--- config.mk ---
export PLATFORM = sky130hd
export DESIGN_NAME = run_monitor
export DESIGN_NICKNAME = d
export VERILOG_FILES = /design/src/rtl/run_monitor.sv
export SDC_FILE = /design/constraint.sdc
export NUM_CORES = 1
export LEC_CHECK = 0
export BUFFER_PORTS_ARGS = -buffer_cell sky130_fd_sc_hd__buf_2
export CORE_MARGIN = 4
export CORE_UTILIZATION = 53
export CTS_BUF_LIST = sky130_fd_sc_hd__clkbuf_4 sky130_fd_sc_hd__clkbuf_8
export CTS_CLUSTER_DIAMETER = 30
export DETAILED_ROUTE_END_ITERATION = 6
export HOLD_SLACK_MARGIN = 0.12
export PLACE_DENSITY = 0.9
export SLEW_MARGIN = 20
export SYNTH_ARGS = -nofsm -noshare
export SYNTH_HDL_FRONTEND = slang
export SYNTH_SLANG_ARGS = --single-unit
--- constraint.sdc ---
create_clock -name clk -period 4.39 [get_ports clk]
set_input_delay 0 -clock clk [delete_from_list [all_inputs] [get_ports clk]]
set_output_delay 0 -clock clk [all_outputs]
set_load 0.005 [all_outputs]
--- src/rtl/run_monitor.sv ---
// Run monitor FSM: gates CPU run enable and tracks cycle budget, PC limit and stalls.
// Optional stall counter and hang detector are compiled in with STALL_COUNT_EN.
module run_monitor #(
  parameter int PC_W       = 32,
  parameter int CYC_W      = 16,
  parameter int HANG_LIMIT = 64
) (
  input  logic             clk,
  input  logic             initPC,
  input  logic             start,
  input  logic             abort,
  input  logic [PC_W-1:0]  pc,
  input  logic [PC_W-1:0]  pc_lim,
  input  logic [CYC_W-1:0] max_cycles,
  output logic             cpu_en,
  output logic             busy,
  output logic             done,
  output logic             timeout,
  output logic             hang,
  output logic [CYC_W-1:0] cycle_count,
  output logic [CYC_W-1:0] stall_count
);

  typedef enum logic [1:0] {IDLE, RUN, DONE, TIMEOUT} state_t;

  state_t           state, state_nx;
  logic [CYC_W-1:0] cyc_q, cyc_nx, cyc_inc;
  logic [CYC_W-1:0] stall_q, stall_nx, stall_inc;
  logic             hang_q, hang_nx;
  logic             hang_det;
  logic             clr, upd;

`ifdef STALL_COUNT_EN
  logic [PC_W-1:0] prev_q;
  logic            seen_q;
  logic [31:0]     consec_q, consec_inc;
  logic            is_stall;

  // The first RUN cycle only captures the PC; it can never be a stall.
  assign is_stall   = seen_q && (pc == prev_q);
  assign consec_inc = is_stall ? consec_q + 32'd1 : 32'd0;
  assign hang_det   = (consec_inc == HANG_LIMIT);
  assign stall_inc  = (is_stall && !(&stall_q)) ?
                      stall_q + 1'b1 : stall_q;

  always_ff @(posedge clk or posedge initPC) begin
    if (initPC) begin
      prev_q   <= '0;
      seen_q   <= 1'b0;
      consec_q <= '0;
    end else if (clr) begin
      prev_q   <= '0;
      seen_q   <= 1'b0;
      consec_q <= '0;
    end else if (upd) begin
      prev_q   <= pc;
      seen_q   <= 1'b1;
      consec_q <= consec_inc;
    end
  end
`else
  logic unused_cfg;
  assign unused_cfg = (HANG_LIMIT != 0) | upd;
  assign hang_det   = 1'b0;
  assign stall_inc  = '0;
`endif

  always_comb begin
    state_nx = state;
    cyc_nx   = cyc_q;
    stall_nx = stall_q;
    hang_nx  = hang_q;
    clr      = 1'b0;
    upd      = 1'b0;
    cyc_inc  = (&cyc_q) ? cyc_q : cyc_q + 1'b1;
    unique case (state)
      IDLE: begin
        if (!abort && start) begin
          state_nx = RUN;
          clr      = 1'b1;
        end
      end
      RUN: begin
        if (abort) begin
          state_nx = IDLE;
        end else begin
          upd      = 1'b1;
          stall_nx = stall_inc;
          if (pc >= pc_lim) begin
            state_nx = DONE;
          end else if (hang_det) begin
            state_nx = TIMEOUT;
            hang_nx  = 1'b1;
          end else begin
            cyc_nx = cyc_inc;
            if (max_cycles != '0 && cyc_inc == max_cycles)
              state_nx = TIMEOUT;
          end
        end
      end
      default: begin
        if (abort) begin
          state_nx = IDLE;
        end else if (start) begin
          state_nx = RUN;
          clr      = 1'b1;
        end
      end
    endcase
    if (clr) begin
      cyc_nx   = '0;
      stall_nx = '0;
      hang_nx  = 1'b0;
    end
  end

  always_ff @(posedge clk or posedge initPC) begin
    if (initPC) begin
      state   <= IDLE;
      cyc_q   <= '0;
      stall_q <= '0;
      hang_q  <= 1'b0;
    end else begin
      state   <= state_nx;
      cyc_q   <= cyc_nx;
      stall_q <= stall_nx;
      hang_q  <= hang_nx;
    end
  end

  assign cpu_en      = (state == RUN);
  assign busy        = (state == RUN);
  assign done        = (state == DONE);
  assign timeout     = (state == TIMEOUT);
  assign hang        = hang_q;
  assign cycle_count = cyc_q;
  assign stall_count = stall_q;

endmodule

==> run summary, run 1 <==
Clk pwr share: 21.4%
Gates resized, CTS repair: 0
Post-synthesis compound-gate area fraction: 22.85%
CP startpoint: cycle_count[0]
Synthesized flop and latch total: 18
Met2 GRT Util: 42.38%
Area Growth Syn to Fin: 19.79%
Critical path peak fanout: 10
Psw: 198.1 µW
Worst r2r src: cycle_count[0]
Die Span Y: 78.28 µm
Hold Path Class: input port to flop
Synth Area in Simple Gates: 23.09%
# setup viols final: 0
CP bufs+invs: 0
Ant. Diodes: 0
Number of synthesized flops with an enable pin: 0
DR iter-0 viols: 295
Final WL: 7547 µm
Synth area leader: dfrtp_1
CTS Buffer Depth: 2
Avg Inst Size Synth: 8.205 µm²
Most frequent cell after synthesis: inv_1
Adder-Cell Fraction of Synth Area: 15.77%
Crit-path cells: ha_1 > nand4_4 > nor4_4 > or3_2 > o221ai_2 > or3_1 > nor4_1 > a41oi_1 > o21ai_1
Worst Clk Skew: 2.045 ps
Met1 Use GR: 30.50%
Yosys top cell area share: 17.21%
Synth unique cells: 63
Port Buf Inserts: 103
CP Depth: 9
Core area: 4755 µm²
Total gr overflow: 0
DP Wirelength: 6176 µm
Max_slew headroom: 39.48%
Final ANT Viol Nets: 0
Startpoint type of the worst setup path: flop
Xor and xnor area share after synthesis: 6.358%
Largest net degree at the start of global routing: 24
Period minus WS final: 3123 ps
Clock latency at the later pin of the worst-skew pair: 250 ps
Via count: 2825
Number of clock sinks: 18
Met3 GRT Util: 3.670%
Ys async rst share: 100.0%
TritonCTS clock tree: built
CP arrival: 3300 ps
Fill cell count: 421
R2R Setup Slk: 1270 ps
Top_reg_cell synth: dfrtp_1
Die footprint: 6127 µm²
RSZ-0062 raised after global routing: no
Vias/cell: 5.837
Initial Util: 55.05%
WS Path Type: flop to flop
Reg2reg end: state[1]
Sequential fraction of the synthesis area: 17.21%
Slew Limit Fails: 0
Vias in the first global route: 2714
Worst VDD drop: 119.6 µV
Max-cap viol count: 0
Crit path to: state[1]
Synth warn: 0
Switching share of power: 36.21%
Fraction of layout cells with a size suffix above 1: 29.98%
Post-route design area: 3136 µm²
Mux share of post-synthesis cell area: 0.7648%
Cell Int Power: 349.1 µW
Cells after synthesis: 319
Mapped cell area: 2618 µm²
First-pass GRT wire length: 12220 µm
Max frequency: 320.2 MHz
Pwr dens: 174.5 nW/µm²
Part of the power in combinational logic: 42.0%
Number of CTS-inserted buffers: 3
Leak Pwr: 1.664 nW
Worst path top cell family by delay: simple AND/OR/NAND/NOR gates
Final hold vios: 0
Status: finished clean
Top cells by count, synth: inv_1 (37), ha_1 (33), buf_4 (22), dfrtp_1 (18), nor2_1 (16)
Setup TNS: 0 ps
Fin crit share: 71.13%
Synth area leaders: dfrtp_1 (17%), ha_1 (16%), buf_4 (6.3%)
Root buf cell: clkbuf_8
Total track usage: 24.18%
CP required: 4570 ps
Wire length per cell: 15.59 µm
Routability cong.: 0.9677
Worst-path clk slew: 70 ps
Final net count: 536
Actual slew at the worst max-slew pin: 905.8 ps
Drt drc: 0
Drt pass-1 iters: 7
GR peak layer: met2
Io pins: 121
Slowest-stage cell, CP: nor4_4
Die width: 78.28 µm
CP Capture Type: flop
Worst path max stage delay: 510 ps
Main combinational cell family by area after synthesis: simple AND/OR/NAND/NOR gates
Dpl cell area: 3054 µm²
Antenna violations before repair: 0
CTS H-tree lvls: 1
Share of power burned in registers: 36.6%
R2R depth: 9
Row count: 25
metal layers:
| metal | vias up | routed length (µm) |
|---|---|---|
| li1 | 1335 | - |
| met1 | 1311 | 2973 |
| met2 | 157 | 3808 |
| met3 | 22 | 604 |
| met4 | 0 | 161 |
| met5 | - | 0 |
layout by cell type (no fill, tap or decap), types with 2 or more instances in the layout:
cell           synthesis  layout
buf_2                  2     103
inv_1                 37      37
ha_1                  33      33
dfrtp_1               18      18
conb_1                 1      17
nor2_1                16      16
o21ai_0               15      15
a21oi_1               15      15
xnor2_1               13      13
nand3_1               12      12
nor4_1                11      11
nand2_1               10      10
nand4_1                7       7
nor3_1                 7       7
a211oi_1               6       6
a21o_1                 6       6
xor2_1                 6       6
a31oi_1                5       5
a311oi_1               5       5
and3_1                 4       4
dlygate4sd3_1          0       4
and4_1                 3       3
nand2b_1               3       3
nand4_4                3       3
a21boi_0               3       3
and2_1                 3       3
o211ai_1               3       3
a22o_1                 3       3
clkbuf_8               0       3
o21bai_1               2       2
or3_1                  2       2
or3_2                  2       2
nor2b_1                2       2
o2111ai_1              2       2
o31ai_1                2       2
o21ai_1                2       2
and3_2                 2       2
a21o_2                 2       2
mux2i_1                2       2
a21bo_2                2       2
final cells by class:
cell class                 count  area [µm²]  area share, %
clock buffer                   3       41.29          1.317
inverter                      37       138.9          4.429
multi-input combinational    252        1866          59.50
sequential                    18       450.4          14.37
tap                           67       83.83          2.674
timing repair buffer         107       555.5          17.72
cell families (layout without fill, tap and decap cells):
group	after synthesis	after routing
compound gates	84	84
xor+xnor	19	19
fa+ha+maj	33	33
buf+inv	65	147
flops	18	18
mux	2	2
other cells	1	17
simple gates	97	97
power by group through the flow:
stage	sequential, mW	combinational [mW]	clock [mW]
2_1_floorplan	0.196	0.156	0
3_3_place_gp	0.201	0.216	0
3_5_place_dp	0.203	0.223	0
4_1_cts	0.200	0.228	0.121
5_1_grt	0.203	0.260	0.128
6_report	0.200	0.230	0.117
repair_timing:
action,4_1_cts,5_1_grt
hold buffers,4,0
endpoints found under the hold margin,20,0
buffers inserted,0,0
worst min-delay path by stage:
stage / from / end / slack, ps / cells past startpoint
2_1_floorplan: initPC / cycle_count[0] / -60 / 1
3_5_place_dp: initPC / state[0] / 180 / 2
3_3_place_gp: initPC / cycle_count[7] / 170 / 2
4_1_cts: max_cycles[10] / state[1] / 270 / 4
5_1_grt: max_cycles[10] / state[1] / 300 / 4
6_report: max_cycles[10] / state[1] / 310 / 4
flip-flops by register name, summed over array words and instances, names as in the netlist:
name,cells
cycle_count,16
state,2
per-stage QoR:
stage | cells | hold WS (ps) | total power [mW] | utilization [%] | setup WS, ps
after floorplan | 335 | -61.43 | 0.3518 | - | 1899
after global placement | 477 | 168.8 | 0.4165 | 64.24 | 1344
after detailed placement | 477 | 176.6 | 0.4261 | 64.24 | 1348
after CTS | 484 | 273.8 | 0.5488 | 65.95 | 1348
after global routing | 484 | 300.7 | 0.5910 | 65.95 | 1050
final | 484 | 313.2 | 0.5472 | 65.95 | 1267
tightest hold or removal path, cell delays in order:
cell     delay [ps]
buf_2           110
xor2_1           70
a41oi_1         250
o21ai_1          90
No activity file was read; power rests on OpenSTA's default activity.
==> run 2, diff against run 1 <==
CORE_UTILIZATION = 49   (was 53)
PLACE_DENSITY = 0.84   (was 0.9)
clock period = 3.2 ns   (was 4.39 ns; I/O delays follow)
==> run summary, run 2 (synthesized netlist as in run 1, its figures left out) <==
Port Buf Inserts: 103
Vias in the first global route: 2713
Clock latency at the later pin of the worst-skew pair: 260 ps
# setup viols final: 0
CP Capture Type: flop
Die footprint: 6576 µm²
Status: finished clean
Core area: 5140 µm²
Number of clock sinks: 18
Most common cell after layout, fill and taps aside: buf_2
R2R depth: 6
Worst Clk Skew: 5.096 ps
Initial Util: 50.93%
Final net count: 543
Max frequency: 335.4 MHz
Setup TNS: 0 ps
WHS Endpoint: state[1]
CTS Buffer Depth: 2
Worst-path clk slew: 80 ps
Finished Layout Cells: 495
CP bufs+invs: 1
Fill cell count: 447
Fin crit share: 93.16%
Gates resized, CTS repair: 0
Ant. Diodes: 0
Fraction of layout cells with a size suffix above 1: 31.29%
Worst path max stage delay: 560 ps
Post-CTS Setup Bufs: 0
Final Power: 800.7 µW
Pwr dens: 249.8 nW/µm²
Leak Pwr: 1.706 nW
Max_slew headroom: 39.47%
Worst path top cell family by delay: simple AND/OR/NAND/NOR gates
Final ANT Viol Nets: 0
Slowest-stage cell, CP: dlygate4sd3_1
Final core occ: 62.37%
Total track usage: 22.95%
WS Path Type: flop to flop
Placed Cells: 487
R2R Setup Slk: 220 ps
DP Wirelength: 6155 µm
Period minus WS final: 2981 ps
Drt pass-1 iters: 4
Worst r2r src: state[1]
Actual slew at the worst max-slew pin: 905.9 ps
Critical path peak fanout: 7
Antenna violations before repair: 0
Routability cong.: 0.9418
Largest register FFs: 16
Largest net degree at the start of global routing: 24
Final hold vios: 0
RSZ-0062 raised after global routing: no
Total gr overflow: 0
Row count: 26
Startpoint type of the worst setup path: flop
Root buf cell: clkbuf_8
WHS Path Cells: 4
Die width: 81.09 µm
Via count: 2828
Reg2reg end: state[0]
Hold-fix buffers at CTS: 4
CTS H-tree lvls: 1
Number of CTS-inserted buffers: 3
Final WL: 7454 µm
Hold Slack: 248.8 ps
Die Span Y: 81.09 µm
Most frequent cells in the layout: buf_2 (103), inv_1 (37), ha_1 (33)
TritonCTS clock tree: built
First-pass GRT wire length: 12110 µm
Vias/cell: 5.713
Wire length per cell: 15.06 µm
Slew Limit Fails: 0
CP arrival: 3180 ps
Io pins: 121
Max-cap viol count: 0
Hold path start: max_cycles[10]
Worst VDD drop: 141.6 µV
Crit-path cells: or3_2 > a2111oi_0 > o221ai_1 > or2_0 > o21ai_0 > dlygate4sd3_1
DR iter-0 viols: 188
Drt drc: 0
CP required: 3400 ps
Area Growth Syn to Fin: 22.47%
Hold Path Class: input port to flop
-- run 2: cell types whose count changed in the layout (fill, tap and decap cells not counted) --
cell,before,now
buf_4,0,7
clkbuf_8,3,4
-- run 2: cell type report --
type / instances / area [µm²] / area share [%]
flip-flops and latches: 18 / 450.4 / 14.05
well taps: 70 / 87.58 / 2.732
clock buffers: 4 / 55.05 / 1.717
inverters: 37 / 138.9 / 4.333
repair buffers: 114 / 608.1 / 18.97
multi-input cells: 252 / 1866 / 58.20
-- run 2: worst max path at each step --
stage | start | slack (ps) | endpoint | depth (start not counted)
3_5_place_dp | state[1] | 390 | cycle_count[4] | 6
4_1_cts | state[1] | 230 | state[0] | 6
5_1_grt | state[1] | 30 | state[0] | 6
3_3_place_gp | state[1] | 430 | cycle_count[7] | 6
6_report | state[1] | 220 | state[0] | 6
2_1_floorplan | cycle_count[0] | 710 | state[1] | 10
-- run 2: metrics by stage --
stage               instance area [µm²]  worst slack [ps]
finish                             3206             218.9
detailed placement                 3110             388.1
global placement                   3110             429.2
global route                       3206             29.12
CTS                                3206             228.0
floorplan                          2678             708.6
-- run 2: worst reg2reg max path, stage by stage, from the launching register on --
cell           delay [ps]
dfrtp_1               420
or3_2                 510
a2111oi_0             460
o221ai_1              330
or2_0                 480
o21ai_0               150
dlygate4sd3_1         560
-- run 2: report_power, final --
group | internal, mW | leakage, nW | switching (mW)
Sequential | 0.243 | 0.247 | 0.0191
Clock | 0.110 | 0.0288 | 0.0878
Combinational | 0.162 | 1.43 | 0.179
Total | 0.515 | 1.71 | 0.286
-- run 2: metal layers --
layer	track usage, %	part of all wire [%]	vias up	routed length [µm]
met5	0	0	-	0
met4	8.108	3.1	0	232
met3	2.550	6.8	23	510
met2	39.41	48	139	3601
li1	-	-	1357	-
met1	29.62	42	1309	3110
==> run 3, diff against run 2 <==
CORE_UTILIZATION = 40   (was 49)
MAX_ROUTING_LAYER = met4   (was not set)
PLACE_DENSITY = 0.71   (was 0.84)
clock period = 3.46 ns   (was 3.2 ns; I/O delays follow)
==> run summary, run 3 (synthesized netlist as in run 1, its figures left out) <==
Worst path max stage delay: 560 ps
CP required: 3650 ps
Slew Limit Fails: 0
Post-place setup slack: 602.4 ps
Setup TNS: 0 ps
Final WL: 7502 µm
Setup slack after layout: 521.4 ps
Drt pass-1 iters: 5
Initial Util: 41.22%
Worst VDD drop: 139.6 µV
Max frequency: 340.3 MHz
Largest net degree at the start of global routing: 24
TritonCTS clock tree: built
Die width: 88.90 µm
CTS H-tree lvls: 1
Area Growth Syn to Fin: 20.84%
Share of power burned in registers: 36.8%
Fill cell count: 628
Core area: 6350 µm²
First-pass GRT wire length: 11970 µm
Total track usage: 19.67%
Number of CTS-inserted buffers: 3
Largest register FFs: 16
Final net count: 538
Clock latency at the later pin of the worst-skew pair: 250 ps
Period minus WS final: 2939 ps
Worst-path clk slew: 70 ps
Ant. Diodes: 0
DP Wirelength: 6214 µm
Most frequent cells in the layout: buf_2 (103), inv_1 (37), ha_1 (33)
Vias/cell: 5.508
CTS Buffer Depth: 2
Status: finished clean
Multi-input gate area: 1866 µm²
WS Path Type: flop to flop
Cell Int Power: 443.5 µW
Vias in the first global route: 2640
Critical path peak fanout: 7
Number of clock sinks: 18
Startpoint type of the worst setup path: flop
Slowest-stage cell, CP: dlygate4sd3_1
CP arrival: 3130 ps
Wire length per cell: 15.13 µm
Worst Clk Skew: 4.218 ps
Antenna violations before repair: 0
Total gr overflow: 0
Most common cell after layout, fill and taps aside: buf_2
Root buf cell: clkbuf_8
CP Capture Type: flop
Actual slew at the worst max-slew pin: 991.3 ps
Part of the power in combinational logic: 42.2%
Leak Pwr: 1.674 nW
Max_slew headroom: 33.77%
# setup viols final: 0
Final hold vios: 0
Register area: 450.4 µm²
Max-cap viol count: 0
Port Buf Inserts: 103
Die Span Y: 88.90 µm
Clk pwr share: 21.0%
Fraction of layout cells with a size suffix above 1: 30.31%
Row count: 29
Switching share of power: 35.88%
Drt drc: 0
Final ANT Viol Nets: 0
Pwr dens: 218.6 nW/µm²
Routability cong.: 0.9794
Hold Path Class: input port to flop
RSZ-0062 raised after global routing: no
DR iter-0 viols: 185
Via count: 2732
Crit-path cells: or3_2 > a2111oi_0 > o221ai_1 > or2_0 > o21ai_0 > dlygate4sd3_1
Fin crit share: 84.93%
Io pins: 121
Psw: 248.1 µW
Die footprint: 7902 µm²
[run 3: critical path, delay by kind of cell, from the launching register on]
kind	cells	cell delay, ps
flip-flops	1	420
buffers and inverters	1	560
AND/OR/NAND/NOR	2	970
AO/OA/AOI/OAI	3	940
[run 3: power by group through the flow]
stage | Combinational [mW] | Sequential, mW | Clock [mW]
global route | 0.334 | 0.257 | 0.165
global placement | 0.282 | 0.255 | 0
CTS | 0.292 | 0.255 | 0.152
finish | 0.292 | 0.255 | 0.145
detailed placement | 0.285 | 0.258 | 0
floorplan | 0.198 | 0.249 | 0
[run 3: cell type report]
type                       instances  share of cell area [%]
timing repair buffer             109                   18.04
tap                               77                   3.046
sequential                        18                   14.24
clock buffer                       3                   1.305
multi-input combinational        252                   58.98
inverter                          37                   4.391
[run 3: repair_timing]
item                                    4_1_cts  5_1_grt
endpoints found under the hold margin        20        0
setup buffers                                 0        0
endpoints found under the setup margin        0        0
hold buffers                                  4        0
resized for setup                             0        0
[run 3: path summary, 6_finish.rpt]
path / start / endpoint / slack, ps / depth (start not counted)
setup reg to reg: state[1] / state[0] / 520 / 6
hold reg to reg: state[1] / state[1] / 560 / 2
min in group asynchronous: initPC / cycle_count[5] / 400 / 3
max in group asynchronous: initPC / cycle_count[12] / 2600 / 3
setup / recovery: state[1] / state[0] / 520 / 6
hold / removal: max_cycles[10] / state[1] / 260 / 4
[run 3: routing by layer]
layer,share of wire (%),GRT usage (%)
met1,42,24.40
met4,1.9,4.121
met2,50,34.35
met5,0,-
met3,6.2,2.304
[run 3: per-stage QoR]
| step | utilization [%] | hold slack (ps) | power, mW | instance area [µm²] | cells |
|---|---|---|---|---|---|
| 3_5_place_dp | 48.53 | 165.5 | 0.5431 | 3082 | 489 |
| 2_1_floorplan | - | -61.43 | 0.4463 | 2678 | 335 |
| 4_1_cts | 49.81 | 261.8 | 0.6987 | 3163 | 496 |
| 6_report | 49.81 | 265.0 | 0.6916 | 3163 | 496 |
| 5_1_grt | 49.81 | 257.6 | 0.7568 | 3163 | 496 |
| 3_3_place_gp | 48.53 | 168.0 | 0.5372 | 3082 | 489 |
